===== src/rtl/sc_core_oz_fetch.sv =====
// Instruction fetch stage for sc_core_oz: holds the PC, runs one imem request at a time,
// and presents the fetched word with Pc/PcPlus4 until decode accepts it.
module sc_core_oz_fetch #(
  parameter logic [31:0] RESET_PC = 32'h0000_0000
) (
  input  logic        clk,
  input  logic        rst,
  output logic        ImemReq,
  output logic [31:0] ImemAddr,
  input  logic        ImemReqReady,
  input  logic        ImemRspValid,
  input  logic [31:0] ImemRspData,
  input  logic        InstAccept,
  input  logic        NextPcSel,
  input  logic [31:0] NextPcTarget,
  output logic        InstValid,
  output logic [31:0] Instruction,
  output logic [31:0] Pc,
  output logic [31:0] PcPlus4,
  output logic [31:0] FetchCount,
  output logic        ErrMisaligned
);

  localparam logic [31:0] NOP = 32'h0000_0013;

  typedef enum logic [1:0] {
    S_REQ   = 2'd0,
    S_WAIT  = 2'd1,
    S_VALID = 2'd2,
    S_HALT  = 2'd3
  } state_t;

  state_t      state, state_nxt;
  logic [31:0] pc_q;
  logic [31:0] inst_q;
  logic [31:0] fcnt_q;
  logic        err_q;

  // Modulo-2^32 increment; wrapping past the top of memory is legal.
  function automatic logic [31:0] pc_inc(input logic [31:0] pc);
    return pc + 32'd4;
  endfunction

  function automatic logic misaligned(input logic [31:0] addr);
    return addr[1:0] != 2'b00;
  endfunction

  always_comb begin
    state_nxt = state;
    case (state)
      S_REQ:   if (ImemReqReady) state_nxt = S_WAIT;
      S_WAIT:  if (ImemRspValid) state_nxt = S_VALID;
      S_VALID: begin
        if (InstAccept) begin
          if (NextPcSel && misaligned(NextPcTarget)) state_nxt = S_HALT;
          else                                       state_nxt = S_REQ;
        end
      end
      default: state_nxt = S_HALT;
    endcase
  end

  always_ff @(posedge clk) begin
    if (rst) begin
      state  <= S_REQ;
      pc_q   <= RESET_PC;
      inst_q <= NOP;
      fcnt_q <= 32'd0;
      err_q  <= 1'b0;
    end else begin
      state <= state_nxt;
      if (state == S_WAIT && ImemRspValid) inst_q <= ImemRspData;
      if (state == S_VALID && InstAccept) begin
        fcnt_q <= fcnt_q + 32'd1;
        if (!NextPcSel)                    pc_q  <= pc_inc(pc_q);
        else if (!misaligned(NextPcTarget)) pc_q  <= NextPcTarget;
        else                               err_q <= 1'b1;
      end
    end
  end

  // All outputs come from registers or the state register only.
  assign ImemReq       = (state == S_REQ);
  assign ImemAddr      = pc_q;
  assign InstValid     = (state == S_VALID);
  assign Instruction   = inst_q;
  assign Pc            = pc_q;
  assign PcPlus4       = pc_inc(pc_q);
  assign FetchCount    = fcnt_q;
  assign ErrMisaligned = err_q;

endmodule


===== config.mk =====
export PLATFORM = sky130hd
export DESIGN_NAME = sc_core_oz_fetch
export DESIGN_NICKNAME = d
export VERILOG_FILES = /design/src/rtl/sc_core_oz_fetch.sv
export SDC_FILE = /design/constraint.sdc
export NUM_CORES = 1
export LEC_CHECK = 0
export BUFFER_PORTS_ARGS = -buffer_cell sky130_fd_sc_hd__buf_2
export CAP_MARGIN = 20
export CORE_MARGIN = 3
export CORE_UTILIZATION = 30
export DETAILED_ROUTE_END_ITERATION = 6
export SKIP_LAST_GASP = 1
export SYNTH_ARGS = -nofsm -noshare
export SYNTH_HDL_FRONTEND = slang
export SYNTH_SLANG_ARGS = --single-unit

===== constraint.sdc =====
create_clock -name clk -period 2.35 [get_ports clk]
set_input_delay 0.3525 -clock clk [delete_from_list [all_inputs] [get_ports clk]]
set_output_delay 0.3525 -clock clk [all_outputs]
set_load 0.05 [all_outputs]

==> qor.log <==
qor: status.status complete, but fails checks
qor: status.violated_checks setup timing
qor: worst_setup_path.crit_path_end_kind output port
qor: global_routing.grt_start_max_net_pins 75
qor: global_routing.global_route_met2_usage 31.6%
qor: worst_setup_path.critical_path_buf_inv_count 1
qor: worst_setup_path.ff2ff_setup_slack 0.26 ns
qor: routing.avgViaCountPerCell 5.32
qor: yosys.synthDominantCellAreaShare 35.7%
qor: yosys.synth_nets 791
qor: global_routing.grt_util_met3 4.37%
qor: routing.drt-initial-drc-count 469
qor: power.p_total 0.00387 W
qor: floorplanning.io-pin-count 233
qor: worst_setup_path.r2r-start FetchCount[9]
qor: clocking.clkTransAtPathRegs 0.07 ns
qor: yosys.synth_seq_cells 99
qor: worst_setup_path.crit_arrival 2.07 ns
qor: clocking.clockBufferDepth 2
qor: final_layout.layout_common_cells 214 x sky130_fd_sc_hd__buf_2, 106 x sky130_fd_sc_hd__nand2_1, 73 x sky130_fd_sc_hd__dfxtp_1, 73 x sky130_fd_sc_hd__buf_4, 67 x sky130_fd_sc_hd__a21oi_1
qor: sta.max_slew.worst_pin.slew 0.624 ns
qor: sta.max_freq 413 MHz
qor: worst_setup_path.timing.critical_path.from_type flip-flop
qor: yosys.postSynthAreaPerCell 7.71 um^2
qor: sta.maxSlewHeadroom 58.4%
qor: global_routing.grt_pass1_wl 31.9 mm
qor: worst_setup_path.worstRegToRegCells 4
qor: worst_setup_path.crit_path_max_incr_delay 0.49 ns
qor: worst_setup_path.cell_breakdown_of_the_critical_path nand3_4 > or4_4 > nor3_4 > xor2_4 > buf_6
qor: yosys.mappedNetlistArea 5550 um^2
qor: sta.slew_viol_final 0
qor: clocking.numClockSinks 99
qor: global_routing.grt_util_met1 26.5%
qor: routing.drc 0
qor: global_routing.grt.total_usage 19.6%
qor: sta.fin_worst_hold_slack 0.210 ns
qor: clocking.cts_tree yes
qor: place.hpwlAfterDp 14.7 mm
qor: power.irDropWorstVdd 324 uV
qor: yosys.synth_top_cell_by_area sky130_fd_sc_hd__dfxtp_1
qor: sta.grt_setup_unrepaired true
qor: global_routing.antenna_violations_before_repair 2
qor: final_layout.finalInstanceArea 8210 um^2
qor: clocking.cts_htree_levels 3
qor: sta.clock_skew 0.0102 ns
qor: job.max-cap-violations 0
qor: power.p_leak 3.57 nW
qor: worst_setup_path.critical_path.top_delay_family simple AND/OR/NAND/NOR gates
qor: clocking.tritoncts.num_buffers 9
qor: final_layout.finish.net_count 1022
qor: routing.antenna_left 0
qor: floorplanning.total_core_area 18100 um^2
qor: yosys.synth.top_cells.by_area sky130_fd_sc_hd__dfxtp_1 36%, sky130_fd_sc_hd__nand2_1 7.4%, sky130_fd_sc_hd__a21oi_1 6.0%, sky130_fd_sc_hd__buf_4 4.6%, sky130_fd_sc_hd__xnor2_1 3.6%
qor: yosys.synthDistinctLibCells 61
qor: final_layout.syn_to_final_growth 48.0%
qor: place.finalWeightedCongestion 0.876
qor: min_path.hold_path_end Instruction[1]
qor: routing.firstDrtPassIters 4
qor: floorplanning.std_cell_rows 49
qor: final_layout.post_route_cells_drive_above_1_share 43.5%
qor: floorplanning.die_h 142 um
qor: floorplanning.die-area 20200 um^2
qor: min_path.min_from ImemRspData[1]
qor: routing.via_count 6296
qor: yosys.synth_async_sr_flop_share 0%
qor: floorplanning.die_width 142 um
qor: sta.hold_viol 0
qor: yosys.synth.yosys.warnings 0
qor: place.place_ws 0.110 ns
qor: final_layout.n_fill_cell 1838
qor: floorplanning.start_util 30.7%
qor: yosys.synth_ff_type sky130_fd_sc_hd__dfxtp_1
qor: global_routing.grt_most_used_layer met2
qor: final_layout.diodes 0
qor: yosys.number_of_enable_type_register_cells_in_the_synthesized_netlist 0
qor: clocking.clock_latency 0.36 ns
qor: final_layout.stdcell_count 1184
qor: routing.detail_route.wirelength 20.3 mm
qor: worst_setup_path.crit_path_slowest_cell sky130_fd_sc_hd__or4_4
qor: final_layout.most_common_library_cell_in_the_layout_ignoring_fill_and_taps sky130_fd_sc_hd__buf_2
qor: min_path.holdPathStages 3
qor: worst_setup_path.r2r_end FetchCount[24]
qor: sta.post-route-period-util 103%
qor: power.power_per_cell_area 471 nW/um^2
qor: routing.avgRoutedWirePerCell 17.1 um
qor: global_routing.globalRouteOverflowTotal 0
qor: yosys.netlist_instances 719
qor: worst_setup_path.worstPathMaxFanout 9
qor: yosys.synth_seq_area_share 35.7%
qor: clocking.clockRootBuffer sky130_fd_sc_hd__clkbuf_16
qor: place.io_buffer_count 232
qor: worst_setup_path.critical_path_required 2.00 ns
qor: sta.period_needed 2.42 ns
qor: place.placed_cells 1142
qor: place.postPlaceCellArea 7360 um^2
qor: global_routing.first_global_vias 5862
qor: sta.timing.final.ws_setup -0.0710 ns
qor: min_path.hold_path_class in2reg
qor: worst_setup_path.critPathKind reg2out
qor: sta.final_setup_violating_endpoints 3
[through the flow]
step                TNS (ns)  utilization, %
finish                -0.113            45.4
global route          -0.520            45.4
CTS                   -0.244            44.4
detailed placement         0            40.7
global placement           0            40.7
floorplan             -0.105               -
[per-layer routing]
metal / routed length (um) / vias to the layer above
met3: 1370 / 31
li1: - / 3066
met5: 34 / -
met4: 340 / 4
met2: 9550 / 234
met1: 8960 / 2961
[cell families after synthesis]
logic type / after synthesis / share of synthesized area (%)
AOI/OAI and AO/OA: 168 / 19.5
muxes: 1 / 0.180
xor gates and xnor gates: 37 / 5.84
and+or+nand+nor: 308 / 28.6
buffers and inverters: 104 / 9.70
adders and majority gates: 2 / 0.451
DFF: 99 / 35.7
[Yosys cell counts (all sizes together) (10+ instances only)]
cell type    n
xor2        14
or4         22
nor4        10
nand4       28
buf         47
nor2        39
nand3       37
a31oi       11
inv         13
xnor2       23
o31ai       19
clkbuf      44
and3        10
o21ai       19
dfxtp       99
a21oi       67
nor3        20
nand2      110
[worst max-delay path by stage]
stage               slack (ns)     endpoint  depth (start not counted)    startpoint
finish                   -0.07  PcPlus4[31]                          5   ImemAddr[7]
global route             -0.13  PcPlus4[31]                          5   ImemAddr[3]
CTS                      -0.05  PcPlus4[30]                          7   ImemAddr[3]
detailed placement        0.11  PcPlus4[28]                          5  ImemAddr[18]
global placement          0.12  PcPlus4[28]                          5  ImemAddr[18]
floorplan                -0.06  PcPlus4[29]                          6  ImemAddr[13]
[worst register-to-register path, stage by stage (launching register included)]
cell and delay (ns):
sky130_fd_sc_hd__dfxtp_1 0.43, sky130_fd_sc_hd__nand4_2 0.18, sky130_fd_sc_hd__or4_4 0.71, sky130_fd_sc_hd__or4_1 0.55, sky130_fd_sc_hd__a21oi_1 0.16
[where the power goes]
| part | internal [W] | switching [W] | leakage [nW] |
|---|---|---|---|
| Combinational | 0.000174 | 0.000416 | 2.60 |
| Sequential | 0.00170 | 0.0000301 | 0.819 |
| Clock | 0.000854 | 0.000697 | 0.151 |
[sequential cells by signal, indices dropped and copies added, names as in the netlist]
name           flops
ErrMisaligned      1
ImemAddr          32
Instruction       32
state              2
FetchCount        32
[timing repair]
item | 4_1_cts | 5_1_grt
buffers inserted | 22 | 3
setup endpoints to repair | 22 | 21
resized for setup | 52 | 36
hold buffers | 0 | 0
cloned | 0 | 1
pin swaps | 8 | 11
[final cells by class]
class	instances	area [um^2]	share of cell area (%)
Tap cell	229	287	3.49
Inverter	13	48.8	0.594
Multi-Input combinational cell	516	3590	43.8
Timing Repair Buffer	311	1920	23.3
Sequential cell	99	2050	25.0
Clock inverter	4	33.8	0.411
Clock buffer	12	278	3.38
Note: power is estimated with default switching activity, not from simulation.
